<file path="config.mk">
export PLATFORM = sky130hd
export DESIGN_NAME = pipe_hazard_ctrl
export DESIGN_NICKNAME = d
export VERILOG_FILES = /design/src/rtl/pipe_hazard_ctrl.sv
export SDC_FILE = /design/constraint.sdc
export NUM_CORES = 1
export LEC_CHECK = 0
export ABC_AREA = 1
export CAP_MARGIN = 20
export CORE_ASPECT_RATIO = 0.9
export CORE_MARGIN = 1
export CORE_UTILIZATION = 45
export CTS_CLUSTER_DIAMETER = 100
export CTS_CLUSTER_SIZE = 10
export DETAILED_ROUTE_END_ITERATION = 8
export PLACE_DENSITY_LB_ADDON = 0.15
export RECOVER_POWER = 50
export SYNTH_ARGS = -nofsm -noshare
export SYNTH_HDL_FRONTEND = slang
export SYNTH_SLANG_ARGS = --single-unit
</file>
<file path="constraint.sdc">
create_clock -name CLK -period 1.6 [get_ports CLK]
set_clock_uncertainty 0.05 [all_clocks]
set_input_delay 0.24 -clock CLK [delete_from_list [all_inputs] [get_ports CLK]]
set_output_delay 0.24 -clock CLK [all_outputs]
set_load 0.01 [all_outputs]
</file>
<file path="src/rtl/pipe_hazard_ctrl.sv">
// Hazard, forwarding and flush controller for a 5-stage pipeline, tracking EX/MEM/WB in shadow stages.
// Optional performance counters are enabled with the HAZ_PERF_CNT_EN macro.
module pipe_hazard_ctrl #(
  parameter int REG_AW   = 5,
  parameter int BR_STAGE = 2,
  parameter int PERF_W   = 32
) (
  input  logic              CLK,
  input  logic              RST,
  input  logic              id_valid,
  input  logic [REG_AW-1:0] id_rs1,
  input  logic [REG_AW-1:0] id_rs2,
  input  logic              id_use_rs1,
  input  logic              id_use_rs2,
  input  logic [REG_AW-1:0] id_rd,
  input  logic              id_reg_write,
  input  logic              id_mem_read,
  input  logic              id_mem_access,
  input  logic              br_taken,
  input  logic              dmem_ready,
`ifdef HAZ_PERF_CNT_EN
  input  logic              perf_clr,
  output logic [PERF_W-1:0] perf_lu_stall,
  output logic [PERF_W-1:0] perf_mem_wait,
  output logic [PERF_W-1:0] perf_flush,
`endif
  output logic              pc_write,
  output logic              ifid_write,
  output logic              ifid_flush,
  output logic              idex_bubble,
  output logic              idex_flush,
  output logic              exmem_flush,
  output logic              pipe_freeze,
  output logic [1:0]        fwd_a,
  output logic [1:0]        fwd_b
);

  localparam bit BR_IN_MEM = (BR_STAGE == 2);

  typedef struct packed {
    logic              valid;
    logic [REG_AW-1:0] rd;
    logic [REG_AW-1:0] rs1;
    logic [REG_AW-1:0] rs2;
    logic              use_rs1;
    logic              use_rs2;
    logic              reg_write;
    logic              mem_read;
    logic              mem_access;
  } stage_t;

  stage_t ex_q, ex_d;
  stage_t mem_q, mem_d;
  stage_t wb_q, wb_d;
  stage_t id_stage;

  logic freeze;
  logic flush;
  logic load_use;
  logic [1:0] fwd_a_raw;
  logic [1:0] fwd_b_raw;

  always_comb begin
    id_stage.valid      = id_valid;
    id_stage.rd         = id_rd;
    id_stage.rs1        = id_rs1;
    id_stage.rs2        = id_rs2;
    id_stage.use_rs1    = id_use_rs1;
    id_stage.use_rs2    = id_use_rs2;
    id_stage.reg_write  = id_reg_write;
    id_stage.mem_read   = id_mem_read;
    id_stage.mem_access = id_mem_access;
  end

  // Priority: an outstanding data access freezes everything, then a taken branch, then load-use.
  always_comb begin
    freeze   = mem_q.valid && mem_q.mem_access && !dmem_ready;
    flush    = !freeze && br_taken;
    load_use = !freeze && !flush && ex_q.valid && ex_q.mem_read && (ex_q.rd != '0) &&
               ((id_use_rs1 && (id_rs1 == ex_q.rd)) || (id_use_rs2 && (id_rs2 == ex_q.rd)));
  end

  always_comb begin
    fwd_a_raw = 2'b00;
    if ((ex_q.rs1 != '0) && mem_q.valid && mem_q.reg_write && (mem_q.rd == ex_q.rs1)) begin
      fwd_a_raw = 2'b10;
    end else if ((ex_q.rs1 != '0) && wb_q.valid && wb_q.reg_write && (wb_q.rd == ex_q.rs1)) begin
      fwd_a_raw = 2'b01;
    end
    fwd_b_raw = 2'b00;
    if ((ex_q.rs2 != '0) && mem_q.valid && mem_q.reg_write && (mem_q.rd == ex_q.rs2)) begin
      fwd_b_raw = 2'b10;
    end else if ((ex_q.rs2 != '0) && wb_q.valid && wb_q.reg_write && (wb_q.rd == ex_q.rs2)) begin
      fwd_b_raw = 2'b01;
    end
  end

  // Outputs are gated by RST so a taken branch seen during reset cannot flush.
  always_comb begin
    pc_write    = 1'b1;
    ifid_write  = 1'b1;
    ifid_flush  = 1'b0;
    idex_bubble = 1'b0;
    idex_flush  = 1'b0;
    exmem_flush = 1'b0;
    pipe_freeze = 1'b0;
    fwd_a       = 2'b00;
    fwd_b       = 2'b00;
    if (RST) begin
      pc_write    = !(freeze || load_use);
      ifid_write  = !(freeze || load_use);
      ifid_flush  = flush;
      idex_bubble = load_use;
      idex_flush  = flush;
      exmem_flush = flush && BR_IN_MEM;
      pipe_freeze = freeze;
      fwd_a       = fwd_a_raw;
      fwd_b       = fwd_b_raw;
    end
  end

  always_comb begin
    ex_d  = ex_q;
    mem_d = mem_q;
    wb_d  = wb_q;
    if (!freeze) begin
      wb_d  = mem_q;
      mem_d = ex_q;
      ex_d  = id_stage;
      if (flush || load_use) begin
        ex_d.valid = 1'b0;
      end
      if (flush && BR_IN_MEM) begin
        mem_d.valid = 1'b0;
      end
    end
  end

  always_ff @(posedge CLK or negedge RST) begin
    if (!RST) begin
      ex_q  <= '0;
      mem_q <= '0;
      wb_q  <= '0;
    end else begin
      ex_q  <= ex_d;
      mem_q <= mem_d;
      wb_q  <= wb_d;
    end
  end

  // Shadow fields kept for completeness but not consumed by the hazard rules.
  logic shadow_unused;
  assign shadow_unused = ^{ex_q.use_rs1, ex_q.use_rs2, ex_q.reg_write, ex_q.mem_access,
                           mem_q.rs1, mem_q.rs2, mem_q.use_rs1, mem_q.use_rs2, mem_q.mem_read,
                           wb_q.rs1, wb_q.rs2, wb_q.use_rs1, wb_q.use_rs2, wb_q.mem_read,
                           wb_q.mem_access};

`ifdef HAZ_PERF_CNT_EN
  logic [PERF_W-1:0] lu_cnt_q, lu_cnt_d;
  logic [PERF_W-1:0] wait_cnt_q, wait_cnt_d;
  logic [PERF_W-1:0] flush_cnt_q, flush_cnt_d;

  // Saturating counters; a clear wins over an increment in the same cycle.
  always_comb begin
    lu_cnt_d    = lu_cnt_q;
    wait_cnt_d  = wait_cnt_q;
    flush_cnt_d = flush_cnt_q;
    if (perf_clr) begin
      lu_cnt_d    = '0;
      wait_cnt_d  = '0;
      flush_cnt_d = '0;
    end else begin
      if (load_use && (lu_cnt_q != '1)) begin
        lu_cnt_d = lu_cnt_q + 1'b1;
      end
      if (freeze && (wait_cnt_q != '1)) begin
        wait_cnt_d = wait_cnt_q + 1'b1;
      end
      if (flush && (flush_cnt_q != '1)) begin
        flush_cnt_d = flush_cnt_q + 1'b1;
      end
    end
  end

  always_ff @(posedge CLK or negedge RST) begin
    if (!RST) begin
      lu_cnt_q    <= '0;
      wait_cnt_q  <= '0;
      flush_cnt_q <= '0;
    end else begin
      lu_cnt_q    <= lu_cnt_d;
      wait_cnt_q  <= wait_cnt_d;
      flush_cnt_q <= flush_cnt_d;
    end
  end

  assign perf_lu_stall = lu_cnt_q;
  assign perf_mem_wait = wait_cnt_q;
  assign perf_flush    = flush_cnt_q;
`endif

endmodule

</file>
==> run_results.csv <==
group,metric,value,unit
grt,track_usage,0.248,
grt,gr-total-overflow,0,
logic_synthesis,synth_flop_cell,"dfrtp_1",
pwr,total_power,0.00229,W
routing,ant_nets,0,
place,dp_hpwl,3530,um
worst_setup_path,r2r.worst_path.cells,5,
run_status,violations,"setup timing",
finish,syn2layout_area_growth,45.7,%
cts,numCtsBuffers,5,
logic_synthesis,syn_area,1870,sq um
worst_setup_path,start_kind,"input pin",
logic_synthesis,ys_async_sr_fraction,1.00,
grt,grt_pass1_wl,8450,um
logic_synthesis,ys_seq_elements,34,
routing,drt_iter0_markers,98,
run,max_cap_viol_count,0,
worst_setup_path,crit_fanout,3,
cts,h-tree-depth,2,
cts,clk_latency,290,ps
cts,cts-root-buf,"clkbuf_8",
logic_synthesis,yosys.area.top_type_share,0.454,
finish,multi_input_area,875,sq um
sta,period_minus_slack,1800,ps
worst_setup_path,r2r_slack,250,ps
sta,maxSlewHeadroom,0.707,
cts,cts_hold_buf,0,
cts,cts_tree,"yes",
logic_synthesis,synthTopCellsByCount,"98 x nand2_1, 34 x dfrtp_1, 34 x inv_1",
place,numPortBuffers,35,
finish,final_core_util,0.707,
sta,finalHoldViolCount,0,
sta,fin_crit_sh,1.12,
worst_setup_path,reg2reg_from,"mem_q[20]",
grt,grt_pass1_vias,1910,
die,fp.dieW,70.0,um
cts,cts_max_path_buffers,2,
logic_synthesis,synth.avg_cell_area,7.05,sq um
min_path,min_from,"id_rs1[4]",
logic_synthesis,ys_top_cells_by_area,"dfrtp_1 45%, nand2_1 20%, inv_1 6.8%",
worst_setup_path,cp.arrival,1510,ps
routing,drcViolationCount,0,
sta,setup_viol,8,
place,gp_congestion,0.844,
routing,detail_route.vias_per_cell,4.92,
routing,routed_wl,4810,um
sta,tightestPinTransition,440,ps
logic_synthesis,yosysMostFrequentCell,"nand2_1",
routing,num_vias,1949,
finish,area.sequential,856,sq um
finish,antenna_cells,0,
finish,layout.nets,374,
cts,path_clk_slew,70,ps
worst_setup_path,critPathCaptureType,"output pin",
worst_setup_path,path_class,"input pin to output pin",
logic_synthesis,synthCells,266,
logic_synthesis,synth_nets,291,
sta,rsz0062_at_grt,"yes",
sta,setup_tns,-1060,ps
worst_setup_path,timing.rr.end,"ex_q[19]",
logic_synthesis,synth_top_area_cell,"dfrtp_1",
pwr,ir_worst_vdd,0.000543,V
die,dieArea,4430,sq um
routing,drt_first_pass_iters,4,
routing,wire_per_inst,12.1,um
die,fp.dieH,63.2,um
die,ios,36,
min_path,hold_class,"input pin to flop",
die,start_util,0.485,
min_path,whs_path_depth,3,
logic_synthesis,ys_types,25,
grt,grt_antenna_before_repair,0,
logic_synthesis,synth-edff-count,0,
run_status,outcome,"complete, but fails checks",
logic_synthesis,yosysWarnings,0,
grt,grt_max_degree,35,
die,num_rows,21,
sta,finalMaxSlewViolations,0,
finish,drive_above_1_share,0.286,
worst_setup_path,critPathRequiredTime,1310,ps
die,core_area,3860,sq um
pwr,leakage,1.49,nW
sta,max_freq,0.556,GHz
cts,cts.sinks,34,
min_path,hold_path_end,"ex_q[14]",
logic_synthesis,yosysSeqAreaShare,0.454,
sta,final.setup.worst_slack,-197,ps
pwr,cellPowerDensity,837,nW/um^2
finish,fillers,325,
-- layer usage --
metal	vias up	global-route usage	routed length, um
met5	-	0	0
met1	873	0.321	2190
met4	0	0.133	138
met2	66	0.389	2180
li1	997	-	-
met3	13	0.0512	304
-- what timing repair did --
item | in CTS | in global routing
pin swaps | 15 | 8
endpoints found under the setup margin | 11 | 11
hold endpoints to repair | 0 | 0
gates resized for setup | 60 | 14
setup buffers | 5 | 3
-- report_power, final --
part	leakage (nW)	switching, W	internal [W]	total, W
registers	0.399	0.0000720	0.000931	0.00100
clock network	0.0579	0.000329	0.000458	0.000787
logic	1.03	0.000237	0.000259	0.000496
-- area by class of cell --
class,count,area share
timing repair buffer,85,0.249
clock buffer,5,0.0252
multi-input combinational,182,0.320
inverter,41,0.0563
tap,46,0.0211
clock inverter,3,0.0147
sequential,34,0.313
-- cells by family after synthesis --
group                  after synthesis  synth area share
XOR/XNOR                             5            0.0234
buffers and inverters               50             0.109
flip-flops                          34             0.454
AO/OA/AOI/OAI                       38             0.109
AND/OR/NAND/NOR                    139             0.304
-- worst max path at each step --
stage,startpoint,slack (ps),endpoint
after floorplan,mem_q[20],110,idex_flush
after global placement,id_rs2[4],-580,idex_bubble
after detailed placement,id_rs2[4],-590,idex_bubble
after CTS,mem_q[15],-190,fwd_a[0]
after global routing,ex_q[19],-300,ifid_write
final,id_rs2[0],-200,pc_write
-- stage by stage --
stage                     area [sq um]  instances  setup WS, ps  hold slack, ps
final                             2730        396          -197             193
after global routing              2730        396          -304             228
after CTS                         2680        393          -187             223
after detailed placement          2550        380          -589             407
after global placement            2550        380          -578             391
after floorplan                   1870        266           114            -106
-- layout by cell type (no fill, tap or decap), drive strengths merged, types with 5 or more instances in the layout --
cell / synthesis / final
buf: 9 / 60
clkdlybuf4s50: 0 / 17
nand2: 99 / 99
inv: 41 / 41
nand4: 6 / 6
dlygate4sd2: 0 / 6
dfrtp: 34 / 34
o21ai: 30 / 30
clkbuf: 0 / 5
nor2: 21 / 21
nor3: 7 / 7
-- critical path, cell delays in order --
cell and delay, ps:
clkdlybuf4s50_1 510, inv_1 50, nand2_1 50, nand2_1 60, nor2_1 100, nand3_1 80
nand2_1 90, nand2_2 60, nand2_1 50, nand2_1 70, buf_2 140
-- flip-flops by register name, indices dropped and copies added, names as in the netlist --
register  cells
ex_q         19
mem_q         8
wb_q          7
Note: power is estimated with default switching activity, not from simulation.
